<file path="config.mk">
export PLATFORM = sky130hd
export DESIGN_NAME = serial_subtractor
export DESIGN_NICKNAME = d
export VERILOG_FILES = /design/src/rtl/serial_sub_pkg.sv /design/src/rtl/full_subtractor.sv /design/src/rtl/serial_subtractor.sv
export SDC_FILE = /design/constraint.sdc
export NUM_CORES = 1
export LEC_CHECK = 0
export ABC_CLOCK_PERIOD_IN_PS = 2000
export CAP_MARGIN = 20
export CORE_MARGIN = 4
export CORE_UTILIZATION = 50
export DETAILED_ROUTE_END_ITERATION = 8
export GPL_TIMING_DRIVEN = 0
export PLACE_DENSITY = 0.79
export SYNTH_ARGS = -nofsm -noshare
export SYNTH_HDL_FRONTEND = slang
export SYNTH_SLANG_ARGS = --single-unit
export TNS_END_PERCENT = 10
</file>
<file path="constraint.sdc">
create_clock -name clk -period 2 [get_ports clk]
set_input_delay 0.3 -clock clk [delete_from_list [all_inputs] [get_ports clk]]
set_output_delay 0.3 -clock clk [all_outputs]
set_load 0.05 [all_outputs]
</file>
<file path="src/rtl/serial_sub_pkg.sv">
// Shared types and constants for the bit-serial subtractor.
package serial_sub_pkg;

    // Operand width used when the instantiating level does not override it.
    localparam int SUB_WIDTH_DEFAULT = 8;

    // Control FSM states: wait for start, process one bit per cycle, flag result.
    typedef enum logic [1:0] {
        IDLE,
        SHIFT,
        DONE
    } state_t;

endpackage

</file>
<file path="src/rtl/full_subtractor.sv">
// One-bit full subtractor cell: d = x - y - bin, bout is the borrow out.
module full_subtractor (
    input  logic x,
    input  logic y,
    input  logic bin,
    output logic d,
    output logic bout
);

    // Difference bit and borrow generation for a single bit position.
    always_comb begin
        d    = x ^ y ^ bin;
        bout = (~x & y) | (~(x ^ y) & bin);
    end

endmodule

</file>
<file path="src/rtl/serial_subtractor.sv">
// Bit-serial two's-complement subtractor: computes a - b LSB first, one bit
// per clock, behind a start/done handshake.
module serial_subtractor
    import serial_sub_pkg::*;
#(
    parameter int WIDTH = SUB_WIDTH_DEFAULT
) (
    input  logic             clk,
    input  logic             rst,
    input  logic             start,
    input  logic [WIDTH-1:0] a,
    input  logic [WIDTH-1:0] b,
    output logic             busy,
    output logic             done,
    output logic [WIDTH-1:0] diff,
    output logic             borrow_out
);

    localparam int                CNT_W    = (WIDTH > 1) ? $clog2(WIDTH) : 1;
    localparam logic [CNT_W-1:0]  CNT_LAST = CNT_W'(WIDTH - 1);

    state_t             state_q,      state_d;
    logic [CNT_W-1:0]   cnt_q,        cnt_d;
    logic [WIDTH-1:0]   a_sr_q,       a_sr_d;
    logic [WIDTH-1:0]   b_sr_q,       b_sr_d;
    logic               borrow_q,     borrow_d;
    logic [WIDTH-1:0]   partial_q,    partial_d;
    logic [WIDTH-1:0]   diff_q,       diff_d;
    logic               borrow_out_q, borrow_out_d;

    logic               cell_d;
    logic               cell_bout;

    // The single arithmetic cell, fed from the LSBs of the operand shifters.
    full_subtractor u_cell (
        .x    (a_sr_q[0]),
        .y    (b_sr_q[0]),
        .bin  (borrow_q),
        .d    (cell_d),
        .bout (cell_bout)
    );

    // Next-state and datapath update for the IDLE -> SHIFT -> DONE sequence.
    always_comb begin
        // NOTE: every signal gets its hold value first so no path leaves one unassigned (no latches).
        state_d      = state_q;
        cnt_d        = cnt_q;
        a_sr_d       = a_sr_q;
        b_sr_d       = b_sr_q;
        borrow_d     = borrow_q;
        partial_d    = partial_q;
        diff_d       = diff_q;
        borrow_out_d = borrow_out_q;

        case (state_q)
            IDLE: begin
                if (start) begin
                    a_sr_d   = a;
                    b_sr_d   = b;
                    borrow_d = 1'b0;
                    cnt_d    = '0;
                    state_d  = SHIFT;
                end
            end
            SHIFT: begin
                partial_d = {cell_d, partial_q[WIDTH-1:1]};
                a_sr_d    = a_sr_q >> 1;
                b_sr_d    = b_sr_q >> 1;
                borrow_d  = cell_bout;
                cnt_d     = cnt_q + CNT_W'(1);
                if (cnt_q == CNT_LAST) begin
                    // Last bit: the freshly produced MSB completes the result.
                    diff_d       = {cell_d, partial_q[WIDTH-1:1]};
                    borrow_out_d = cell_bout;
                    state_d      = DONE;
                end
            end
            DONE: begin
                state_d = IDLE;
            end
            default: begin
                state_d = IDLE;
            end
        endcase
    end

    // State and datapath registers; reset aborts any operation and clears the result.
    always_ff @(posedge clk or posedge rst) begin
        // NOTE: the whole datapath is reset, not just the FSM, so an aborted op leaves diff=0.
        if (rst) begin
            state_q      <= IDLE;
            cnt_q        <= '0;
            a_sr_q       <= '0;
            b_sr_q       <= '0;
            borrow_q     <= 1'b0;
            partial_q    <= '0;
            diff_q       <= '0;
            borrow_out_q <= 1'b0;
        end else begin
            // NOTE: non-blocking so every register samples the pre-edge values of the others.
            state_q      <= state_d;
            cnt_q        <= cnt_d;
            a_sr_q       <= a_sr_d;
            b_sr_q       <= b_sr_d;
            borrow_q     <= borrow_d;
            partial_q    <= partial_d;
            diff_q       <= diff_d;
            borrow_out_q <= borrow_out_d;
        end
    end

    // Outputs come straight from registers or decoded state only.
    always_comb begin
        busy       = (state_q != IDLE);
        done       = (state_q == DONE);
        diff       = diff_q;
        borrow_out = borrow_out_q;
    end

endmodule

</file>
==> results.txt <==
overall power = 3.77 mW
filler instances = 238
number of H-tree levels = 2
drt pass-1 iters = 4
fin. max-slew vios = 0
Syn Inst Count = 141
Synth area leader = dfrtp_1
Synth Warn # = 0
Max FO, Critical Path = 10
core area = 3440 um2
largest net degree at the start of global routing = 21
Arrival @ worst endpoint = 1.59 ns
post-route cell area = 2320 um2
worst skew pair latency = 0.29 ns
Synth Net Count = 163
CP Capture Type = output pin
vias after detailed routing = 1236
WL/cell = 17.3 um
CTS root buf = clkbuf_8
gpl congestion = 0.812
leakage power = 1.04 nW
Port Buffer Count = 29
hpwl dp = 2.79 mm
Relative slew margins = 43.4%
reg2reg setup slack = 0.49 ns
antenna cells = 0
Mapped Area = 1840 um2
total CTS buffers = 5
worst-margin pin slew = 0.848 ns
layout cells sized above 1 = 25.7%
CTS Hold Bufs = 0
#FFs+latches synth = 38
data required time of the critical path = 1.70 ns
WL final = 3.89 mm
antenna viol nets, final = 0
Peak Freq = 530 MHz
Synth area leaders = dfrtp_1 (52%), mux2_4 (7.3%), nor3b_1 (5.7%), mux2_2 (4.9%), nor4b_1 (4.3%)
via density per instance = 5.49
die width = 68.7 um
Synth top area share = 51.7%
post-synthesis sequential area ratio = 51.7%
GR Util All Layers = 19.2%
clk_skew = 0.00859 ns
first-pass GRT wire length = 6.43 mm
synthesized area per cell = 13.0 um2
Cell variety after synth = 24
minimum clock period = 1.89 ns
CTS tree = yes
crit path setup slack, layout = 0.115 ns
Layout Area Growth over Synthesis = 25.9%
initial antenna violation count = 0
R2R depth = 5
fin crit share = 94.3%
nets = 200
I/O pins = 30
status = completed
final setup vio count = 0
Initial Util = 53.4%
R2R Path Start = cnt_q[0]$_DFFE_PP0P_
die area = 4710 um2
DP Area = 2210 um2
max cap viols = 0
Max clock buf depth = 2
pwr/cell area = 1630 nW/um2
clk sinks = 38
maximum vdd drop = 724 uV
RSZ-0062 raised after global routing = no
dpl ws = -0.0415 ns
die height = 68.7 um
postcts setup bufs = 0
vias in the first global route = 1371
drt initial violations = 77
Startpoint Class = flop
Tightest Hold Check Type = input pin to async pin
setup_tns = 0 ns
Reg clk slew, reported paths = 0.08 ns
WS Path Type = flop to output pin
final number of hold-violating endpoints = 0
grt total ovfl = 0
Rows = 21
DRC viols = 0
crit path launch = state_q[0]$_DFFE_PP0P_
## cells in the final DEF, fill, tap and decap left out, types with 2 or more instances in the layout
| cell | count |
|---|---|
| dfrtp_1 | 38 |
| a32o_1 | 2 |
| nor4b_1 | 9 |
| clkbuf_2 | 2 |
| mux2_4 | 9 |
| clkbuf_8 | 6 |
| buf_6 | 4 |
| ha_1 | 2 |
| clkdlybuf4s50_1 | 27 |
| mux2_2 | 8 |
| buf_4 | 2 |
| buf_2 | 3 |
| a22o_1 | 3 |
| a221oi_2 | 4 |
| a211oi_1 | 9 |
| inv_1 | 19 |
| nor2b_1 | 6 |
| nor3b_1 | 14 |
## metrics by stage
| step | hold slack [ns] | utilization [%] | cells |
|---|---|---|---|
| 2_1_floorplan | 0.466 | - | 141 |
| 3_3_place_gp | 0.474 | 63.5 | 216 |
| 3_5_place_dp | 0.494 | 64.3 | 217 |
| 4_1_cts | 0.487 | 67.2 | 225 |
| 5_1_grt | 0.538 | 67.3 | 225 |
| 6_report | 0.474 | 67.3 | 225 |
## path summary, 6_finish.rpt
check,to
max in group asynchronous,cnt_q[0]$_DFFE_PP0P_
min,diff[3]$_DFFE_PP0P_
min in group clk,b_sr_q[7]$_DFFE_PP0P_
max reg2reg,diff[0]$_DFFE_PP0P_
min reg2reg,b_sr_q[7]$_DFFE_PP0P_
max,busy
## layout make-up
type	instances	area, um2	share of cell area (%)
Buffer	11	85.1	3.67
Clock buffer	6	82.6	3.57
Clock inverter	2	12.5	0.540
Inverter	19	71.3	3.08
Multi-Input combinational cell	73	738	31.9
Sequential cell	38	951	41.1
Tap cell	46	57.6	2.49
Timing Repair Buffer	30	318	13.7
## cell usage after synthesis
library cell / count
dfrtp_1: 38
inv_1: 19
nor3b_1: 14
a211oi_1: 9
mux2_4: 9
nor4b_1: 9
mux2_2: 8
nor2b_1: 6
a221oi_2: 4
buf_6: 4
a22o_1: 3
buf_2: 3
a32o_1: 2
buf_4: 2
ha_1: 2
a21oi_1: 1
a221oi_1: 1
clkbuf_1: 1
clkbuf_2: 1
fa_1: 1
nand3b_4: 1
nor2_2: 1
nor2b_2: 1
o21bai_4: 1
## metal layers
layer | up-vias | share of wire (%) | track usage (%)
met5 | - | 0 | 0
met4 | 0 | 1.4 | 5.71
met3 | 6 | 4.4 | 6.65
met2 | 35 | 53 | 33.8
met1 | 622 | 41 | 21.6
li1 | 573 | - | -
## power by group
part	internal (mW)	switching (mW)
Clock	0.277	0.275
Combinational	0.878	0.987
Sequential	1.14	0.211
## kinds of logic (layout without fill, tap and decap cells)
| family | after synthesis | count (layout) | share of synthesized area (%) |
|---|---|---|---|
| flops | 38 | 38 | 51.7 |
| compound gates | 21 | 21 | 11.2 |
| fa+ha+maj | 3 | 3 | 2.45 |
| buf+inv | 30 | 68 | 8.43 |
| simple gates | 32 | 32 | 13.9 |
| mux | 17 | 17 | 12.2 |
## flip-flops by register name (all words and copies together), names as in the netlist
signal,cells
borrow_out,1
partial_q,7
diff,8
cnt_q,3
state_q,2
b_sr_q,8
borrow_q,1
a_sr_q,8
## worst max-delay path, cell delays in order (launching register included)
cell	delay (ns)
dfrtp_1	0.38
buf_4	0.19
nor2_4	0.24
inv_1	0.06
dlygate4sd2_1	0.43
## timing repair
item	CTS	global route
hold endpoints to repair	0	0
gates resized for setup	5	2
endpoints found under the setup margin	2	1
cloned	0	0
Note: power is estimated with default switching activity, not from simulation.
